[src/rtl/spi_pkg.sv]
// -----------------------------------------------------------------------------
// spi_pkg
// Shared definitions for the SPI slave device: the FSM state encoding, the
// default frame length and the synchronizer depth used on every SPI input.
// -----------------------------------------------------------------------------
package spi_pkg;

  localparam int OUT_BITS_DEFAULT = 16;
  localparam int SYNC_STAGES      = 2;

  typedef enum logic [1:0] {
    IDLE    = 2'd0,
    SHIFT   = 2'd1,
    WAIT_CS = 2'd2
  } spi_state_t;

endpackage

[src/rtl/spi_sync.sv]
// -----------------------------------------------------------------------------
// spi_sync
// Brings one asynchronous SPI line into the system clock domain through a
// SYNC_STAGES-deep flop chain, then registers the synced value once more to
// produce single-cycle rise/fall pulses.
//
// Ports
//   i_clk    in   system clock
//   i_rst_n  in   asynchronous active-low reset
//   i_async  in   asynchronous input line
//   o_sync   out  synchronized level
//   o_rise   out  one-cycle pulse on synced 0->1
//   o_fall   out  one-cycle pulse on synced 1->0
// Parameter RESET_VAL is the idle level of the line, loaded on reset so that
// no spurious edge is reported while the line sits at its idle level.
// -----------------------------------------------------------------------------
module spi_sync
  import spi_pkg::*;
#(
  parameter logic RESET_VAL = 1'b0
) (
  input  logic i_clk,
  input  logic i_rst_n,
  input  logic i_async,
  output logic o_sync,
  output logic o_rise,
  output logic o_fall
);

  logic [SYNC_STAGES-1:0] r_chain;
  logic                   r_prev;

  // NOTE: flops are written with non-blocking assignments so every stage
  // samples the previous stage's old value; blocking here would collapse the
  // chain into a single flop.
  always_ff @(posedge i_clk or negedge i_rst_n) begin
    if (!i_rst_n) begin
      r_chain <= {SYNC_STAGES{RESET_VAL}};
      r_prev  <= RESET_VAL;
    end else begin
      r_chain <= {r_chain[SYNC_STAGES-2:0], i_async};
      r_prev  <= r_chain[SYNC_STAGES-1];
    end
  end

  assign o_sync = r_chain[SYNC_STAGES-1];
  assign o_rise =  o_sync & ~r_prev;
  assign o_fall = ~o_sync &  r_prev;

endmodule

[src/rtl/spi_slave_device.sv]
// -----------------------------------------------------------------------------
// spi_slave_device
// SPI mode-0, MSB-first slave running entirely in the SYS_CLK domain. SCK,
// CSbar and MOSI are oversampled through spi_sync; SCK must be at most
// SYS_CLK/8. On each frame one word is pulled from a transmit FIFO
// (DATA_MISO/TX_VALID/TX_RD) and one received word is published on DATA_MOSI.
//
// Ports
//   SYS_CLK    in   system clock, rising edge
//   RSTbar     in   asynchronous active-low reset
//   SCK        in   SPI clock from master (asynchronous)
//   CSbar      in   chip select, active-low (asynchronous)
//   MOSI       in   serial data from master (asynchronous)
//   MISO       out  serial data to master
//   DATA_MISO  in   word to transmit (FIFO dout)
//   TX_VALID   in   DATA_MISO valid (FIFO not empty)
//   TX_RD      out  one-cycle pulse consuming DATA_MISO
//   DATA_MOSI  out  last complete received word
//   FIN        out  one-cycle pulse, full frame received
//   BUSY       out  high while a frame is in progress
//   UNDERRUN   out  one-cycle pulse, frame started with TX_VALID low
//   ERR_SHORT  out  sticky, a frame ended before outBits bits; reset clears
//
// Build option
//   SPI_SLAVE_MISO_TRISTATE_EN  defined: MISO is high-Z while deselected;
//                               undefined: MISO drives 0 while deselected.
// -----------------------------------------------------------------------------
module spi_slave_device
  import spi_pkg::*;
#(
  parameter int outBits = OUT_BITS_DEFAULT
) (
  input  logic               SYS_CLK,
  input  logic               RSTbar,
  input  logic               SCK,
  input  logic               CSbar,
  input  logic               MOSI,
  output logic               MISO,
  input  logic [outBits-1:0] DATA_MISO,
  input  logic               TX_VALID,
  output logic               TX_RD,
  output logic [outBits-1:0] DATA_MOSI,
  output logic               FIN,
  output logic               BUSY,
  output logic               UNDERRUN,
  output logic               ERR_SHORT
);

  localparam int CNT_W    = $clog2(outBits + 1);
  localparam int SETTLE_W = $clog2(SYNC_STAGES + 1);
  localparam logic [CNT_W-1:0]    FULL_CNT    = CNT_W'(outBits);
  localparam logic [SETTLE_W-1:0] SETTLE_DONE = SETTLE_W'(SYNC_STAGES);

  logic w_sck_sync, w_sck_rise, w_sck_fall;
  logic w_cs_sync,  w_cs_rise,  w_cs_fall;
  logic w_mosi_sync, w_unused_mosi_rise, w_unused_mosi_fall;

  spi_sync #(.RESET_VAL(1'b0)) u_sync_sck (
    .i_clk   (SYS_CLK),
    .i_rst_n (RSTbar),
    .i_async (SCK),
    .o_sync  (w_sck_sync),
    .o_rise  (w_sck_rise),
    .o_fall  (w_sck_fall)
  );

  spi_sync #(.RESET_VAL(1'b1)) u_sync_cs (
    .i_clk   (SYS_CLK),
    .i_rst_n (RSTbar),
    .i_async (CSbar),
    .o_sync  (w_cs_sync),
    .o_rise  (w_cs_rise),
    .o_fall  (w_cs_fall)
  );

  spi_sync #(.RESET_VAL(1'b0)) u_sync_mosi (
    .i_clk   (SYS_CLK),
    .i_rst_n (RSTbar),
    .i_async (MOSI),
    .o_sync  (w_mosi_sync),
    .o_rise  (w_unused_mosi_rise),
    .o_fall  (w_unused_mosi_fall)
  );

  // MOSI level is sampled on SCK edges; its own edge pulses are not needed.
  logic w_unused_sck_level;
  assign w_unused_sck_level = w_sck_sync;

  spi_state_t           r_state;
  logic [outBits-1:0]   r_tx_shift;
  logic [outBits-1:0]   r_rx_shift;
  logic [CNT_W-1:0]     r_count;
  logic [outBits-1:0]   r_data_mosi;
  logic                 r_fin;
  logic                 r_tx_rd;
  logic                 r_underrun;
  logic                 r_err_short;
  logic [SETTLE_W-1:0]  r_settle;
  logic                 r_armed;

  // The CSbar synchronizer resets to "deselected", so if CSbar is already low
  // when reset releases, the chain flushes to 0 and reports a fall that is not
  // a real frame start. r_armed only sets once the chain holds real samples
  // and shows CSbar high, which suppresses that artefact.
  always_ff @(posedge SYS_CLK or negedge RSTbar) begin
    if (!RSTbar) begin
      r_state     <= IDLE;
      r_tx_shift  <= '0;
      r_rx_shift  <= '0;
      r_count     <= '0;
      r_data_mosi <= '0;
      r_fin       <= 1'b0;
      r_tx_rd     <= 1'b0;
      r_underrun  <= 1'b0;
      r_err_short <= 1'b0;
      r_settle    <= '0;
      r_armed     <= 1'b0;
    end else begin
      r_fin      <= 1'b0;
      r_tx_rd    <= 1'b0;
      r_underrun <= 1'b0;

      if (r_settle != SETTLE_DONE) begin
        r_settle <= r_settle + 1'b1;
      end else if (w_cs_sync) begin
        r_armed <= 1'b1;
      end

      case (r_state)
        IDLE: begin
          if (w_cs_fall && r_armed) begin
            r_tx_shift <= TX_VALID ? DATA_MISO : '0;
            r_tx_rd    <= TX_VALID;
            r_underrun <= ~TX_VALID;
            r_count    <= '0;
            r_state    <= SHIFT;
          end
        end

        SHIFT: begin
          if (r_count == FULL_CNT) begin
            r_data_mosi <= r_rx_shift;
            r_fin       <= 1'b1;
            // A deselect landing in this very cycle would be lost in WAIT_CS.
            r_state     <= w_cs_rise ? IDLE : WAIT_CS;
          end else if (w_cs_rise) begin
            r_err_short <= 1'b1;
            r_state     <= IDLE;
          end else begin
            if (w_sck_rise) begin
              r_rx_shift <= {r_rx_shift[outBits-2:0], w_mosi_sync};
              r_count    <= r_count + 1'b1;
            end
            if (w_sck_fall) begin
              r_tx_shift <= {r_tx_shift[outBits-2:0], 1'b0};
            end
          end
        end

        WAIT_CS: begin
          if (w_cs_rise) begin
            r_state <= IDLE;
          end
        end

        default: r_state <= IDLE;
      endcase
    end
  end

  assign TX_RD     = r_tx_rd;
  assign FIN       = r_fin;
  assign UNDERRUN  = r_underrun;
  assign ERR_SHORT = r_err_short;
  assign DATA_MOSI = r_data_mosi;
  assign BUSY      = (r_state != IDLE);

`ifdef SPI_SLAVE_MISO_TRISTATE_EN
  assign MISO = w_cs_sync ? 1'bz : r_tx_shift[outBits-1];
`else
  assign MISO = ~w_cs_sync & r_tx_shift[outBits-1];
`endif

endmodule

[config.mk]
export PLATFORM = sky130hd
export DESIGN_NAME = spi_slave_device
export DESIGN_NICKNAME = d
export VERILOG_FILES = /design/src/rtl/spi_pkg.sv /design/src/rtl/spi_sync.sv /design/src/rtl/spi_slave_device.sv
export SDC_FILE = /design/constraint.sdc
export NUM_CORES = 1
export LEC_CHECK = 0
export CAP_MARGIN = 20
export CORE_MARGIN = 2
export CORE_UTILIZATION = 35
export CTS_CLUSTER_SIZE = 14
export DETAILED_ROUTE_END_ITERATION = 12
export HOLD_SLACK_MARGIN = 0.12
export PLACE_DENSITY = 0.51
export SYNTH_ARGS = -nofsm -noshare
export SYNTH_HDL_FRONTEND = slang
export SYNTH_SLANG_ARGS = --single-unit
export TNS_END_PERCENT = 1
[constraint.sdc]
create_clock -name SYS_CLK -period 2.95 [get_ports SYS_CLK]
set_input_delay 0.885 -clock SYS_CLK [delete_from_list [all_inputs] [get_ports SYS_CLK]]
set_output_delay 0.885 -clock SYS_CLK [all_outputs]
set_load 0.02 [all_outputs]
==> flow_summary.yaml, run 1 <==
run_status:
  status: "complete, no violations"
setup_path:
  start_kind: "register"
  timing.rr.end: "r_tx_shift[1]"
  required_ns: 2.07
  cp_slowest_stage_delay_ns: 0.54
  crit_slowest_cell: "clkdlybuf4s50_1"
  critical_path_class: "register to output pin"
  startpoint: "r_state[1]"
  r2r_start: "r_count[0]"
  crit_arrival_ns: 1.63
  r2r_cells: 7
  crit_path_max_fanout: 5
  regToRegSetupSlack_ns: 0.70
  endpoint_kind: "output pin"
  path_cells: "or2_2 > clkdlybuf4s50_1"
  endpoint: "BUSY"
run:
  maxCapViolations: 0
timing:
  worst_slew_pin_slew_ns: 0.830
  clock_skew_ns: 0.00903
  period_needed_ns: 2.51
  max_freq_mhz: 398
  max_slew_margin_pct: 44.6
  finalSetupViolations: 0
  finalSetupTns_ns: 0
  whs_ns: 0.351
  rsz0062_at_grt: "no"
  hold_viol_final: 0
  fin_crit_sh_pct: 85.1
  drv_slew: 0
  setup_slack_ns: 0.438
power:
  combPwrFrac_pct: 17.5
  p_int_mw: 1.73
  powerDensity_nw_per_um2: 630
  p_leak_nw: 1.74
  vdd_drop_max_mv: 0.321
  swShare_pct: 27.7
  clkPwrFrac_pct: 33.2
  switchingPower_uw: 663
  pwr-share-seq_pct: 49.3
floorplan:
  top_level_ports: 44
  num_rows: 33
  die_y_microns: 97.1
  floorplan.initialDensity_pct: 36.6
  dieArea_sq_um: 9440
  die_x_microns: 97.1
  fp.coreArea_sq_um: 8300
yosys:
  ys_top_cells_by_area: "dfrtp_1 (55%), mux2_2 (11%), a2111oi_0 (4.3%)"
  synth_cell_type_count: 36
  ys_async_sr_fraction_pct: 100
  ys_seq_elements: 70
  synth_top_area_share_pct: 55.2
  netlist_area_sq_um: 3040
  netlist_instances: 249
  yosys-top-cells-count: "dfrtp_1 (67), mux2_2 (30), nor2_1 (17), nor3_1 (17)"
  synth_edf_count: 0
  synth_flop_cell: "dfrtp_1"
  avgSynthCellArea_sq_um: 12.2
  syn-num-nets: 274
  synth.most_common_cell: "dfrtp_1"
  synth-seq-area-share_pct: 57.8
  yosysTopAreaCell: "dfrtp_1"
  yosys_warnings: 0
grt:
  grt_pass1_wl_mm: 10.2
  first_global_vias: 2007
  antenna_found_initial: 0
  overflow: 0
  grtUsageTotal_pct: 13.6
  grt_max_degree: 71
detailed_routing:
  via_count: 2061
  postRouteAntennaNets: 0
  viasPerCell: 5.06
  wl_mm: 6.06
  dr.pass1.iters: 4
  post-route-drc-count: 0
  drt_iter0_drc: 91
  drt-wirelength-per-cell_microns: 14.9
clock_network:
  post_cts_buffers: 0
  cts_sinks: 70
  clockBufferDepth: 2
  clock_latency_ns: 0.35
  cts_resized: 0
  cts_hold_buffers: 0
  cts-htree-levels: 3
  numCtsBuffers: 9
  clock-root-buffer: "clkbuf_8"
  cts.clk_slew.worst_paths_ns: 0.08
  cts_tree: "done"
finish:
  stdcell_count: 407
  layout-drive-gt1-share_pct: 20.2
  fin_nets: 322
  fin_area_sq_um: 3790
  num_antenna_cells: 0
  synthToLayoutAreaGrowth_pct: 24.9
placement:
  dp_hpwl_mm: 3.81
  place.gp.congestion: 0.725
  dp.cells: 391
  placed_cell_area_sq_um: 3590
  place_ws_ns: 0.460
  portBuffers: 43
hold_path:
  hold_class: "register to register"
critical path: cells and delay by family, from the launching register on:
family | cells | cell delay [ns]
simple gates | 1 | 0.32
buf+inv | 1 | 0.54
flops | 1 | 0.42
power by group through the flow:
stage | sequential [mW] | combinational, mW | clock (mW)
2_1_floorplan | 1.17 | 0.294 | 0
6_report | 1.18 | 0.418 | 0.794
3_3_place_gp | 1.20 | 0.418 | 0
5_1_grt | 1.20 | 0.474 | 0.853
3_5_place_dp | 1.20 | 0.424 | 0
4_1_cts | 1.18 | 0.426 | 0.818
routing by layer:
metal | global-route usage (%) | up-vias | part of all wire (%)
li1 | - | 989 | -
met1 | 17.9 | 1033 | 46
met2 | 20.5 | 31 | 48
met3 | 4.03 | 8 | 3.6
met4 | 6.18 | 0 | 1.9
met5 | 0 | - | 0
placed cells by master, fill, tap and decap left out, types with 2 or more instances in the layout:
cell             Yosys  layout
nand3_1              2       2
a21o_1               3       3
buf_4                0       6
clkbuf_1             6       2
clkdlybuf4s50_1      0      42
nor2_1              17      17
dfstp_2              3       3
clkinvlp_4           0       2
clkbuf_8             0      11
o21ai_0              4       4
mux2i_1              2       2
and3_1              16      16
and2_1              16      16
nor4b_2              2       2
inv_1                4       4
a2111oi_0           15      15
nor2b_1              4       4
nand2b_1             5       5
ha_1                 3       3
mux2_1               2       2
mux2_2              30      30
nand2_1              8       8
a21oi_1              4       4
nor3_1              17      17
dfrtp_1             67      67
registers in the layout, summed over array words and instances (netlist names):
name	flops
DATA_MOSI	16
r_rx_shift	16
r_tx_shift	16
r_count	5
r_settle	2
r_state	2
u_sync_cs.r_chain	2
u_sync_mosi.r_chain	2
u_sync_sck.r_chain	2
ERR_SHORT	1
FIN	1
TX_RD	1
UNDERRUN	1
r_armed	1
u_sync_cs.r_prev	1
u_sync_sck.r_prev	1
stage by stage:
stage,power (mW),utilization [%]
2_1_floorplan,1.46,-
3_5_place_dp,1.62,43.3
5_1_grt,2.53,45.7
4_1_cts,2.42,45.7
3_3_place_gp,1.61,43.3
6_report,2.39,45.7
cell type report:
cell class / count / area (sq um)
fillers: 763 / 4510
flip-flops and latches: 70 / 1760
multi-input cells: 162 / 1200
repair buffers: 50 / 490
clock buffers: 13 / 159
well taps: 105 / 131
clock inverters: 3 / 45.0
inverters: 4 / 15.0
logic make-up after synthesis:
logic type	after synthesis	share of synthesized area [%]
and+or+nand+nor	93	17.6
muxes	34	12.5
buffers and inverters	17	2.76
AOI/OAI and AO/OA	31	7.83
xor gates and xnor gates	1	0.288
adders and majority gates	3	1.24
DFF	70	57.8
worst min path at each step:
stage	startpoint	end	slack, ns	cells after the start
after floorplan	u_sync_mosi.r_chain[0]	u_sync_mosi.r_chain[1]	0.33	0
after CTS	u_sync_mosi.r_chain[0]	u_sync_mosi.r_chain[1]	0.35	0
after detailed placement	u_sync_mosi.r_chain[0]	u_sync_mosi.r_chain[1]	0.33	0
after global routing	u_sync_sck.r_chain[0]	u_sync_sck.r_chain[1]	0.36	0
final	u_sync_mosi.r_chain[0]	u_sync_mosi.r_chain[1]	0.35	0
after global placement	u_sync_mosi.r_chain[0]	u_sync_mosi.r_chain[1]	0.33	0
Note: power is estimated with default switching activity, not from simulation.
==> run 2, diff against run 1 <==
--- a/config.mk
+++ b/config.mk
@@ -7,11 +7,11 @@
 export LEC_CHECK = 0
 export CAP_MARGIN = 20
 export CORE_MARGIN = 2
-export CORE_UTILIZATION = 35
+export CORE_UTILIZATION = 49
 export CTS_CLUSTER_SIZE = 14
 export DETAILED_ROUTE_END_ITERATION = 12
 export HOLD_SLACK_MARGIN = 0.12
-export PLACE_DENSITY = 0.51
+export PLACE_DENSITY = 0.69
 export SYNTH_ARGS = -nofsm -noshare
 export SYNTH_HDL_FRONTEND = slang
 export SYNTH_SLANG_ARGS = --single-unit
==> run 2 against run 1 <==
Register-to-register slack better by 0.04 ns. Worst hold slack better by 0.0034 ns. Cell count down 7.4%. Combinational power about the same. Core utilization up 17 points. Fmax down 0.60%. Wire length down 6.9%. Global-route usage up 5.3 points. Sequential power about the same. Critical endpoint unchanged. Highest routed layer unchanged. Via count down 0.92%.
==> flow_summary.yaml, run 2 (synthesis results as in run 1) <==
run_status:
  status: "complete, no violations"
clock_network:
  cts_hold_buffers: 0
  cts_tree: "done"
  cts-htree-levels: 3
  cts_sinks: 70
  numCtsBuffers: 9
  cts_resized: 0
  clock_latency_ns: 0.35
  post_cts_buffers: 0
  cts.clk_slew.worst_paths_ns: 0.08
  clockBufferDepth: 2
  clock-root-buffer: "clkbuf_8"
power:
  p_int_mw: 1.68
  p_leak_nw: 1.75
  vdd_drop_max_mv: 0.456
  switchingPower_uw: 682
  powerDensity_nw_per_um2: 631
  p_total_mw: 2.37
  pwr-share-seq_pct: 49.8
  combPwrFrac_pct: 17.6
  clkPwrFrac_pct: 32.6
  swShare_pct: 28.8
floorplan:
  floorplan.initialDensity_pct: 51.0
  fp.coreArea_sq_um: 5960
  die_x_microns: 82.7
  num_rows: 28
  die_y_microns: 82.7
  dieArea_sq_um: 6840
  top_level_ports: 44
finish:
  num_antenna_cells: 0
  fin_nets: 322
  synthToLayoutAreaGrowth_pct: 23.5
  fillCellCount: 514
  layout_common_cells: "dfrtp_1 (67), clkdlybuf4s50_1 (42), mux2_2 (30)"
  final_common_cell: "dfrtp_1"
  layout-drive-gt1-share_pct: 20.9
timing:
  max_slew_margin_pct: 48.7
  fin_crit_sh_pct: 85.7
  period_needed_ns: 2.53
  max_freq_mhz: 396
  hold_viol_final: 0
  finalSetupViolations: 0
  worst_slew_pin_slew_ns: 0.769
  drv_slew: 0
  whs_ns: 0.354
  rsz0062_at_grt: "no"
  clock_skew_ns: 0.0104
  setup_slack_ns: 0.423
  finalSetupTns_ns: 0
detailed_routing:
  postRouteAntennaNets: 0
  drt-wirelength-per-cell_microns: 15.0
  dr.pass1.iters: 4
  via_count: 2042
  wl_mm: 5.64
  viasPerCell: 5.42
  drt_iter0_drc: 105
  post-route-drc-count: 0
grt:
  overflow: 0
  grt_pass1_wl_mm: 9.53
  grt_max_degree: 71
  antenna_found_initial: 0
  grtUsageTotal_pct: 18.8
  first_global_vias: 2000
run:
  maxCapViolations: 0
setup_path:
  path_cells: "or2_2 > clkdlybuf4s50_1"
  crit_path_max_fanout: 5
  cp_slowest_stage_delay_ns: 0.54
  endpoint_kind: "output pin"
  crit_slowest_cell: "clkdlybuf4s50_1"
  crit_arrival_ns: 1.64
  start_kind: "register"
  required_ns: 2.07
  critical_path_class: "register to output pin"
placement:
  place.gp.congestion: 0.767
  dp_hpwl_mm: 3.67
  portBuffers: 43
  place_ws_ns: 0.464
hold_path:
  hold_class: "register to register"
run 2: cell count changes in the layout (fill, tap and decap cells not counted):
cell,previous run,this run
clkbuf_1,2,0
clkbuf_8,11,9
clkinv_2,0,2
clkinv_4,0,2
clkinvlp_4,2,1
inv_6,0,1
run 2: power by group through the flow:
stage | combinational (mW) | sequential (mW) | clock, mW
after floorplan | 0.294 | 1.17 | 0
after global placement | 0.408 | 1.19 | 0
after detailed placement | 0.418 | 1.20 | 0
after CTS | 0.419 | 1.18 | 0.792
after global routing | 0.470 | 1.20 | 0.826
final | 0.415 | 1.18 | 0.772
run 2: critical path: cells and delay by family (launching register included):
family	cells	cell delay [ns]
buffers and inverters	1	0.54
AND/OR/NAND/NOR	1	0.32
flip-flops	1	0.43
run 2: worst paths after layout:
path | startpoint | endpoint | slack (ns) | cells after the start
max | r_state[1] | BUSY | 0.42 | 2
min | u_sync_sck.r_chain[0] | u_sync_sck.r_chain[1] | 0.35 | 0
max reg2reg | r_count[0] | r_tx_shift[10] | 0.74 | 7
min reg2reg | u_sync_sck.r_chain[0] | u_sync_sck.r_chain[1] | 0.35 | 0
max in group asynchronous | RSTbar | u_sync_cs.r_chain[1] | 2.07 | 2
min in group asynchronous | RSTbar | DATA_MOSI[3] | 0.54 | 2
run 2: final cells by class:
cell class / instances / area, sq um / share of cell area, %
Multi-Input combinational cell: 162 / 1200 / 31.9
Inverter: 4 / 15.0 / 0.400
Timing Repair Buffer: 50 / 490 / 13.1
Clock buffer: 9 / 124 / 3.30
Tap cell: 75 / 93.8 / 2.50
Sequential cell: 70 / 1760 / 46.8
Clock inverter: 7 / 73.8 / 1.97
run 2: routing by layer:
| metal | GRT usage, % | vias to the layer above | part of all wire, % |
|---|---|---|---|
| li1 | - | 998 | - |
| met1 | 25.2 | 995 | 48 |
| met2 | 28.7 | 38 | 47 |
| met3 | 3.59 | 11 | 3.1 |
| met4 | 10.7 | 0 | 2.1 |
| met5 | 0 | - | 0 |
run 2: through the flow:
stage,util [%],instances,cell area (sq um)
floorplan,-,249,3040
global placement,59.6,361,3550
detailed placement,59.6,361,3550
CTS,63.0,377,3750
global route,63.0,377,3750
finish,63.0,377,3750
==> run 3, diff against run 2 <==
==> constraint.sdc (replaced) <==
create_clock -name SYS_CLK -period 2.85 [get_ports SYS_CLK]
set_input_delay 0.57 -clock SYS_CLK [delete_from_list [all_inputs] [get_ports SYS_CLK]]
set_output_delay 0.57 -clock SYS_CLK [all_outputs]
set_load 0.02 [all_outputs]
==> run 3 against run 2 <==
Global-route usage about the same. Core utilization grew 0.063 points. Critical path depth increased by 5. First-iteration DRC count increased by 39%. Largest cell class unchanged. Flip-flop and latch count did not move. Die area unchanged. Worst hold slack got worse by 0.10 ns. Non-clock buffer count did not move. Sequential power grew 3%. Final area is 0.10% higher. Wire length is 0.73% lower. Largest power group unchanged. Critical path type is now register to register. Cell count did not move.
==> flow_summary.yaml, run 3 (synthesis results as in run 1) <==
run_status:
  status: "complete, no violations"
timing:
  finalSetupViolations: 0
  period_needed_ns: 2.19
  hold_viol_final: 0
  finalSetupTns_ns: 0
  rsz0062_at_grt: "no"
  worst_slew_pin_slew_ns: 0.741
  fin_crit_sh_pct: 77.0
  clock_skew_ns: 0.00794
  drv_slew: 0
  max_slew_margin_pct: 50.6
  setup_slack_ns: 0.656
  max_freq_mhz: 456
  whs_ns: 0.250
power:
  p_total_mw: 2.44
  vdd_drop_max_mv: 0.454
  powerDensity_nw_per_um2: 651
  p_leak_nw: 1.75
hold_path:
  hold_class: "input pin to async pin"
detailed_routing:
  drt-wirelength-per-cell_microns: 14.8
  drt_iter0_drc: 146
  routed.top_layer: "met4"
  postRouteAntennaNets: 0
  routed-wl-met2_mm: 2.77
  dr.pass1.iters: 4
  via_count: 2079
  post-route-drc-count: 0
  routed-wl-met3_microns: 260
  wl_met1_mm: 2.48
  viasPerCell: 5.51
  wl_mm: 5.60
floorplan:
  die_x_microns: 82.7
  dieArea_sq_um: 6840
  num_rows: 28
  die_y_microns: 82.7
  fp.coreArea_sq_um: 5960
  floorplan.initialDensity_pct: 51.0
  top_level_ports: 44
finish:
  final_common_cell: "dfrtp_1"
  layout_common_cells: "dfrtp_1 (67), clkdlybuf4s50_1 (42), mux2_2 (30)"
  stdcell_count: 377
  num_antenna_cells: 0
  fin_nets: 322
  layout-drive-gt1-share_pct: 20.2
  multi_input_area_sq_um: 1200
  synthToLayoutAreaGrowth_pct: 23.6
  seqCellArea_sq_um: 1760
  finalCoreUtilization_pct: 63.0
  fillCellCount: 480
  fin_area_sq_um: 3750
placement:
  dp.cells: 361
  dp_hpwl_mm: 3.70
  placed_cell_area_sq_um: 3550
  place.gp.congestion: 0.756
  place_ws_ns: 0.684
  portBuffers: 43
grt:
  grt_max_degree: 71
  first_global_vias: 1933
  antenna_found_initial: 0
  grtUsageTotal_pct: 18.9
  grt_pass1_wl_mm: 9.44
  overflow: 0
setup_path:
  crit_path_max_fanout: 18
  crit_family: "compound AO/OA/AOI/OAI gates"
  required_ns: 3.12
  cp_slowest_stage_delay_ns: 0.59
  regToRegSetupSlack_ns: 0.66
  crit_slowest_cell: "a2bb2oi_2"
  path_cells: "inv_1 > ha_1 > nor4bb_1 > buf_4 > a2bb2oi_2 > a2111oi_0 > nor2_1"
  start_kind: "register"
  worst-path-buf-inv: 2
  crit_arrival_ns: 2.46
  endpoint_kind: "register"
  critical_path_class: "register to register"
clock_network:
  numCtsBuffers: 9
  cts_tree: "done"
  cts_resized: 0
  clock-root-buffer: "clkbuf_8"
  cts_sinks: 70
  post_cts_buffers: 0
  clockBufferDepth: 2
  cts.clk_slew.worst_paths_ns: 0.07
  cts_hold_buffers: 0
  cts-htree-levels: 3
  clock_latency_ns: 0.34
run:
  maxCapViolations: 0
[run 3: cell types whose count changed in the layout (fill, tap and decap cells not counted)]
cell      change
clkinv_4      -2
clkbuf_1      +2
inv_6         -1
clkbuf_8      +2
clkinv_2      -1
[run 3: worst paths after layout]
kind	start	to	cells after the start
worst max register to register	r_count[0]	r_tx_shift[6]	7
worst min register to register	u_sync_sck.r_chain[0]	u_sync_sck.r_chain[1]	0
worst max-delay path	r_count[0]	r_tx_shift[6]	7
worst min-delay path	RSTbar	DATA_MOSI[4]	2
min in group SYS_CLK	u_sync_sck.r_chain[0]	u_sync_sck.r_chain[1]	0
max in group asynchronous	RSTbar	u_sync_cs.r_prev	2
[run 3: per-layer routing]
metal | vias up | GRT usage, %
met5 | - | 0
met4 | 0 | 7.38
met3 | 6 | 6.52
met2 | 39 | 28.6
met1 | 1043 | 24.9
li1 | 991 | -
[run 3: power breakdown]
part	leakage, nW	total, mW	internal, mW	switching [mW]
Combinational	0.732	0.431	0.214	0.217
Clock	0.0996	0.792	0.451	0.341
Sequential	0.917	1.22	1.12	0.0970
[run 3: area by class of cell]
cell class / instances / area share, %
Sequential cell: 70 / 46.8
Multi-Input combinational cell: 162 / 31.9
Timing Repair Buffer: 50 / 13.1
Clock buffer: 13 / 4.23
Tap cell: 75 / 2.50
Clock inverter: 3 / 1.13
Inverter: 4 / 0.400
[run 3: worst register-to-register path, stage by stage (launching register included)]
cell and delay [ns]:
dfrtp_1 0.42, inv_1 0.11, ha_1 0.14, nor4bb_1 0.24
buf_4 0.22, a2bb2oi_2 0.59, a2111oi_0 0.25, nor2_1 0.15
